===== src/rtl/shift_rx_pkg.sv =====
// Shared types and constants for the shift-register link receiver.
package shift_rx_pkg;

  typedef enum logic {
    IDLE = 1'b0,
    RECV = 1'b1
  } state_t;

  localparam logic DIR_MSB_FIRST = 1'b0;
  localparam logic DIR_LSB_FIRST = 1'b1;

endpackage


===== src/rtl/rx_shift_stage.sv =====
// Assembly register, direction-latched shifter and bit counter for one serial word.
// NBITS counts every serial bit of a word, data plus any trailing parity bit.
module rx_shift_stage
  import shift_rx_pkg::*;
#(
  parameter int WIDTH = 4,
  parameter int NBITS = WIDTH
) (
  input  logic             clk,
  input  logic             clear,
  input  logic             start,
  input  logic             accept,
  input  logic             ser_in,
  input  logic             dir,
  output logic [WIDTH-1:0] word,
  output logic             done,
  output logic             busy
);

  localparam int CNT_W = $clog2(NBITS + 1);

  logic [WIDTH-1:0] asm_q, asm_base, asm_nxt;
  logic [CNT_W-1:0] cnt_q, cnt_base, cnt_nxt;
  logic             dir_q, dir_eff;

  // A restart discards the partial word before this cycle's bit is considered.
  always_comb begin
    asm_base = start ? '0 : asm_q;
    cnt_base = start ? '0 : cnt_q;
    dir_eff  = (cnt_base == '0) ? dir : dir_q;
    asm_nxt  = asm_base;
    cnt_nxt  = cnt_base;
    done     = 1'b0;
    if (accept) begin
      if (cnt_base < CNT_W'(WIDTH)) begin
        if (dir_eff == DIR_LSB_FIRST) asm_nxt = {ser_in, asm_base[WIDTH-1:1]};
        else                          asm_nxt = {asm_base[WIDTH-2:0], ser_in};
      end
      if (cnt_base == CNT_W'(NBITS - 1)) begin
        done    = 1'b1;
        cnt_nxt = '0;
      end else begin
        cnt_nxt = cnt_base + 1'b1;
      end
    end
  end

  // The completed word is taken from asm_nxt on the completing edge.
  assign word = asm_nxt;

  always_ff @(posedge clk or posedge clear) begin
    if (clear) begin
      asm_q <= '0;
      cnt_q <= '0;
      dir_q <= DIR_MSB_FIRST;
      busy  <= 1'b0;
    end else begin
      asm_q <= done ? '0 : asm_nxt;
      cnt_q <= cnt_nxt;
      busy  <= (cnt_nxt != '0);
      if (accept && (cnt_base == '0)) dir_q <= dir;
    end
  end

endmodule


===== src/rtl/shift_word_receiver.sv =====
// Serial-to-parallel word receiver with one-word output buffer and sticky overrun.
// Optional trailing even-parity bit per word: define SHIFT_RX_PARITY_EN.
module shift_word_receiver
  import shift_rx_pkg::*;
#(
  parameter int WIDTH = 4
) (
  input  logic             clk,
  input  logic             clear,
  input  logic             ser_in,
  input  logic             ser_valid,
  input  logic             frame_start,
  input  logic             dir,
  output logic [WIDTH-1:0] par_out,
  output logic             par_valid,
  input  logic             par_ready,
  output logic             par_err,
  output logic             overrun,
  output logic             busy
);

`ifdef SHIFT_RX_PARITY_EN
  localparam int PAR_BITS = 1;
`else
  localparam int PAR_BITS = 0;
`endif

  state_t           state_q, state_nxt;
  logic             accept;
  logic [WIDTH-1:0] word;
  logic             done;
  logic             err_nxt;

  always_ff @(posedge clk or posedge clear) begin
    if (clear) state_q <= IDLE;
    else       state_q <= state_nxt;
  end

  always_comb begin
    state_nxt = state_q;
    accept    = 1'b0;
    if (frame_start) state_nxt = RECV;
    accept = ser_valid && (frame_start || (state_q == RECV));
  end

  rx_shift_stage #(
    .WIDTH (WIDTH),
    .NBITS (WIDTH + PAR_BITS)
  ) u_stage (
    .clk    (clk),
    .clear  (clear),
    .start  (frame_start),
    .accept (accept),
    .ser_in (ser_in),
    .dir    (dir),
    .word   (word),
    .done   (done),
    .busy   (busy)
  );

  // On completion with parity the current serial bit is the parity bit.
`ifdef SHIFT_RX_PARITY_EN
  assign err_nxt = (^word) ^ ser_in;
`else
  assign err_nxt = 1'b0;
`endif

  always_ff @(posedge clk or posedge clear) begin
    if (clear) begin
      par_out   <= '0;
      par_valid <= 1'b0;
      par_err   <= 1'b0;
      overrun   <= 1'b0;
    end else if (done) begin
      if (!par_valid || par_ready) begin
        par_out   <= word;
        par_err   <= err_nxt;
        par_valid <= 1'b1;
      end else begin
        overrun   <= 1'b1;
      end
    end else if (par_valid && par_ready) begin
      par_valid <= 1'b0;
    end
  end

endmodule

===== config.mk =====
export PLATFORM = sky130hd
export DESIGN_NAME = shift_word_receiver
export DESIGN_NICKNAME = d
export VERILOG_FILES = /design/src/rtl/shift_rx_pkg.sv /design/src/rtl/rx_shift_stage.sv /design/src/rtl/shift_word_receiver.sv
export SDC_FILE = /design/constraint.sdc
export NUM_CORES = 1
export LEC_CHECK = 0
export BUFFER_PORTS_ARGS = -buffer_cell sky130_fd_sc_hd__buf_2
export CAP_MARGIN = 10
export CELL_PAD_IN_SITES_DETAIL_PLACEMENT = 1
export CELL_PAD_IN_SITES_GLOBAL_PLACEMENT = 2
export CORE_MARGIN = 5
export CORE_UTILIZATION = 30
export DETAILED_ROUTE_END_ITERATION = 8
export GPL_TIMING_DRIVEN = 1
export PLACE_DENSITY = 0.79
export SLEW_MARGIN = 5
export SYNTH_ARGS = -nofsm -noshare
export SYNTH_HDL_FRONTEND = slang
export SYNTH_SLANG_ARGS = --single-unit

===== constraint.sdc =====
create_clock -name clk -period 1.8 [get_ports clk]
set_input_delay 0.09 -clock clk [delete_from_list [all_inputs] [get_ports clk]]
set_output_delay 0.09 -clock clk [all_outputs]
set_load 0.01 [all_outputs]

==> impl_metrics.tcl <==
set metrics [dict create \
    status "finished clean" \
    die-area_um2 4010 \
    num_vias 721 \
    use_met1 0.158 \
    ys_seq_elements 16 \
    cts_buffers 3 \
    cts_tree "built" \
    post-route-period-util 0.960 \
    crit_start "u_stage.cnt_q[2]$_DFF_PP0_" \
    hold_viol 0 \
    ant_nets 0 \
    synth_edf_count 0 \
    initial_core_util 0.312 \
    rr_worst_depth 5 \
    antennaDiodeCount 0 \
    crit_chain "or4b_4, o311ai_4, buf_4, nand3_1, a41oi_2" \
    globalRouteOverflowTotal 0 \
    clock_sinks 16 \
    nNetsFinal 117 \
    syn_to_final_growth_pct 31.4 \
    syn-num-nets 90 \
    slew_violations 0 \
    slowest_delay_ns 0.53 \
    htree_levels 1 \
    stdcell_count 138 \
    wire_per_inst_um 16.4 \
    grt_pass1_vias 750 \
    synth_ff_type "dfrtp_1" \
    regToRegSetupSlack_ns 0.07 \
    critPathArrivalTime_ns 1.94 \
    critPathCaptureType "register" \
    drv_cap 0 \
    crit-reg2reg-launch "u_stage.cnt_q[2]$_DFF_PP0_" \
    synth_seq_area_share 0.469 \
    synth_cell_types 37 \
    totalPowerFinal_uw 906 \
    crit_path_start_kind "register" \
    fin_crit_ns 1.73 \
    fin_skew_ns 0.00247 \
    post-place-cells 125 \
    rows 19 \
    place_worst_setup_slack_ns -0.0279 \
    postLayoutSetupSlackWorst_ns 0.0726 \
    power_density_nw_per_um2 808 \
    clk_pin_slew_ns 0.09 \
    layout_common_cells "dfrtp_1, buf_2, buf_4" \
    met3_usage 0.0249 \
    maxSlewHeadroom 0.572 \
    cp_max_fo 5 \
    cp_slowest_cell "or4b_4" \
    worst_pin_slew_ns 0.641 \
    critPathKind "reg -> reg" \
    grt_max_degree 17 \
    grt_busiest_layer "met2" \
    clk_latency_ns 0.28 \
    p_leak_nw 0.500 \
    dp_hpwl_um 1420 \
    ir_worst_vdd_uv 541 \
    dr.pass1.iters 4 \
    hp-class "in -> reg" \
    drive_above_1_share 0.477 \
    die_w_um 63.3 \
    async_flop_share 1.00 \
    setup_viol 0 \
    synth_cells 82 \
    yosys_warnings 0 \
    drc 0 \
    post_synth.cell_area_avg_um2 10.4 \
    rsz0062_at_grt "yes" \
    syn_area_um2 853 \
    place.gp.congestion 0.781 \
    max_freq_mhz 579 \
    synth_top_area_frac 0.469 \
    cts_root_buf "clkbuf_4" \
    synthTopCellsByArea "dfrtp_1, a41oi_1, mux2i_1, inv_1, o311ai_4" \
    coreArea_um2 2730 \
    drt_iter0_drc 5 \
    routed_wl_um 2260 \
    ctsLongestPathBuffers 2 \
    fp.dieH_um 63.3 \
    track_usage 0.114 \
    antenna_found_initial 0 \
    timing.rr.end "par_out[3]$_DFFE_PP0P_" \
    pin_count 15 \
    use_met2 0.168 \
    vias_per_cell 5.22 \
    final_common_cell "dfrtp_1" \
    crit_end "par_out[3]$_DFFE_PP0P_" \
    worstPathRequired_ns 2.01 \
    numPortBuffers 13 \
    yosysTopAreaCell "dfrtp_1" \
    grt_pass1_wl_um 3630 \
]
[synthesized netlist by cell type (2+ instances only)]
cell      count
nand2_1       5
nand4_1       2
a21oi_1       4
dfrtp_1      16
nor2_1        5
nand2b_1      2
clkbuf_1      3
nand3_1       2
a41oi_1       4
mux2i_1       3
o21ai_0       3
nor2b_1       2
inv_1         7
[power breakdown]
group	internal, mW	switching [mW]
registers	0.412	0.0328
clock network	0.0777	0.109
logic	0.134	0.141
[state kept, by name (all words and copies together), names as in the netlist]
| signal | flops |
|---|---|
| overrun | 1 |
| u_stage.asm_q | 4 |
| u_stage.dir_q | 1 |
| par_valid | 1 |
| u_stage.cnt_q | 3 |
| u_stage.busy | 1 |
| par_out | 4 |
| state_q | 1 |
[what timing repair did]
item,4_1_cts,5_1_grt
pin swaps,3,1
hold endpoints to repair,16,0
hold buffers,1,0
setup buffers,7,3
gates resized for setup,3,11
endpoints found under the setup margin,2,7
[worst max-delay path, delay by kind of cell, from the launching register on]
| kind | cells | cell delay, ns |
|---|---|---|
| simple gates | 2 | 0.64 |
| buf+inv | 1 | 0.20 |
| flops | 1 | 0.44 |
| compound gates | 2 | 0.36 |
[layer usage]
layer  vias to the layer above  wire length [um]
li1                        353                 -
met1                       349              1010
met2                        14              1130
met3                         5                82
met4                         0                42
met5                         -                 0
[logic make-up after synthesis]
group,count (synthesis),synth area share
buffers and inverters,11,0.0528
XOR/XNOR,1,0.0103
multiplexers,4,0.0484
AO/OA/AOI/OAI,22,0.221
other,1,0.00439
flip-flops,16,0.469
adder cells (fa/ha/maj),1,0.0147
AND/OR/NAND/NOR,26,0.179
[how the worst min path moves through the flow]
stage,endpoint,startpoint,depth (start not counted)
3_5_place_dp,overrun$_DFFE_PP0P_,clear,2
3_3_place_gp,overrun$_DFFE_PP0P_,clear,2
2_1_floorplan,overrun$_DFFE_PP0P_,clear,1
6_report,u_stage.dir_q$_DFFE_PP0P_,dir,2
4_1_cts,u_stage.dir_q$_DFFE_PP0P_,dir,2
5_1_grt,u_stage.dir_q$_DFFE_PP0P_,dir,2
[through the flow]
step	area, um^2	hold slack, ns	util	setup TNS, ns
floorplan	853	0.00374	-	0
global placement	961	0.205	0.351	0
detailed placement	961	0.208	0.351	-0.0279
CTS	1060	0.0860	0.386	0
global route	1120	0.0801	0.410	-0.0264
finish	1120	0.0843	0.410	0
[area by class of cell]
type	count	area [um^2]
Inverter	7	26.3
Multi-Input combinational cell	55	465
Timing Repair Buffer	26	165
Sequential cell	16	403
Clock buffer	3	22.5
Fill cell	308	1610
Tap cell	31	38.8
No activity file was read; power rests on OpenSTA's default activity.
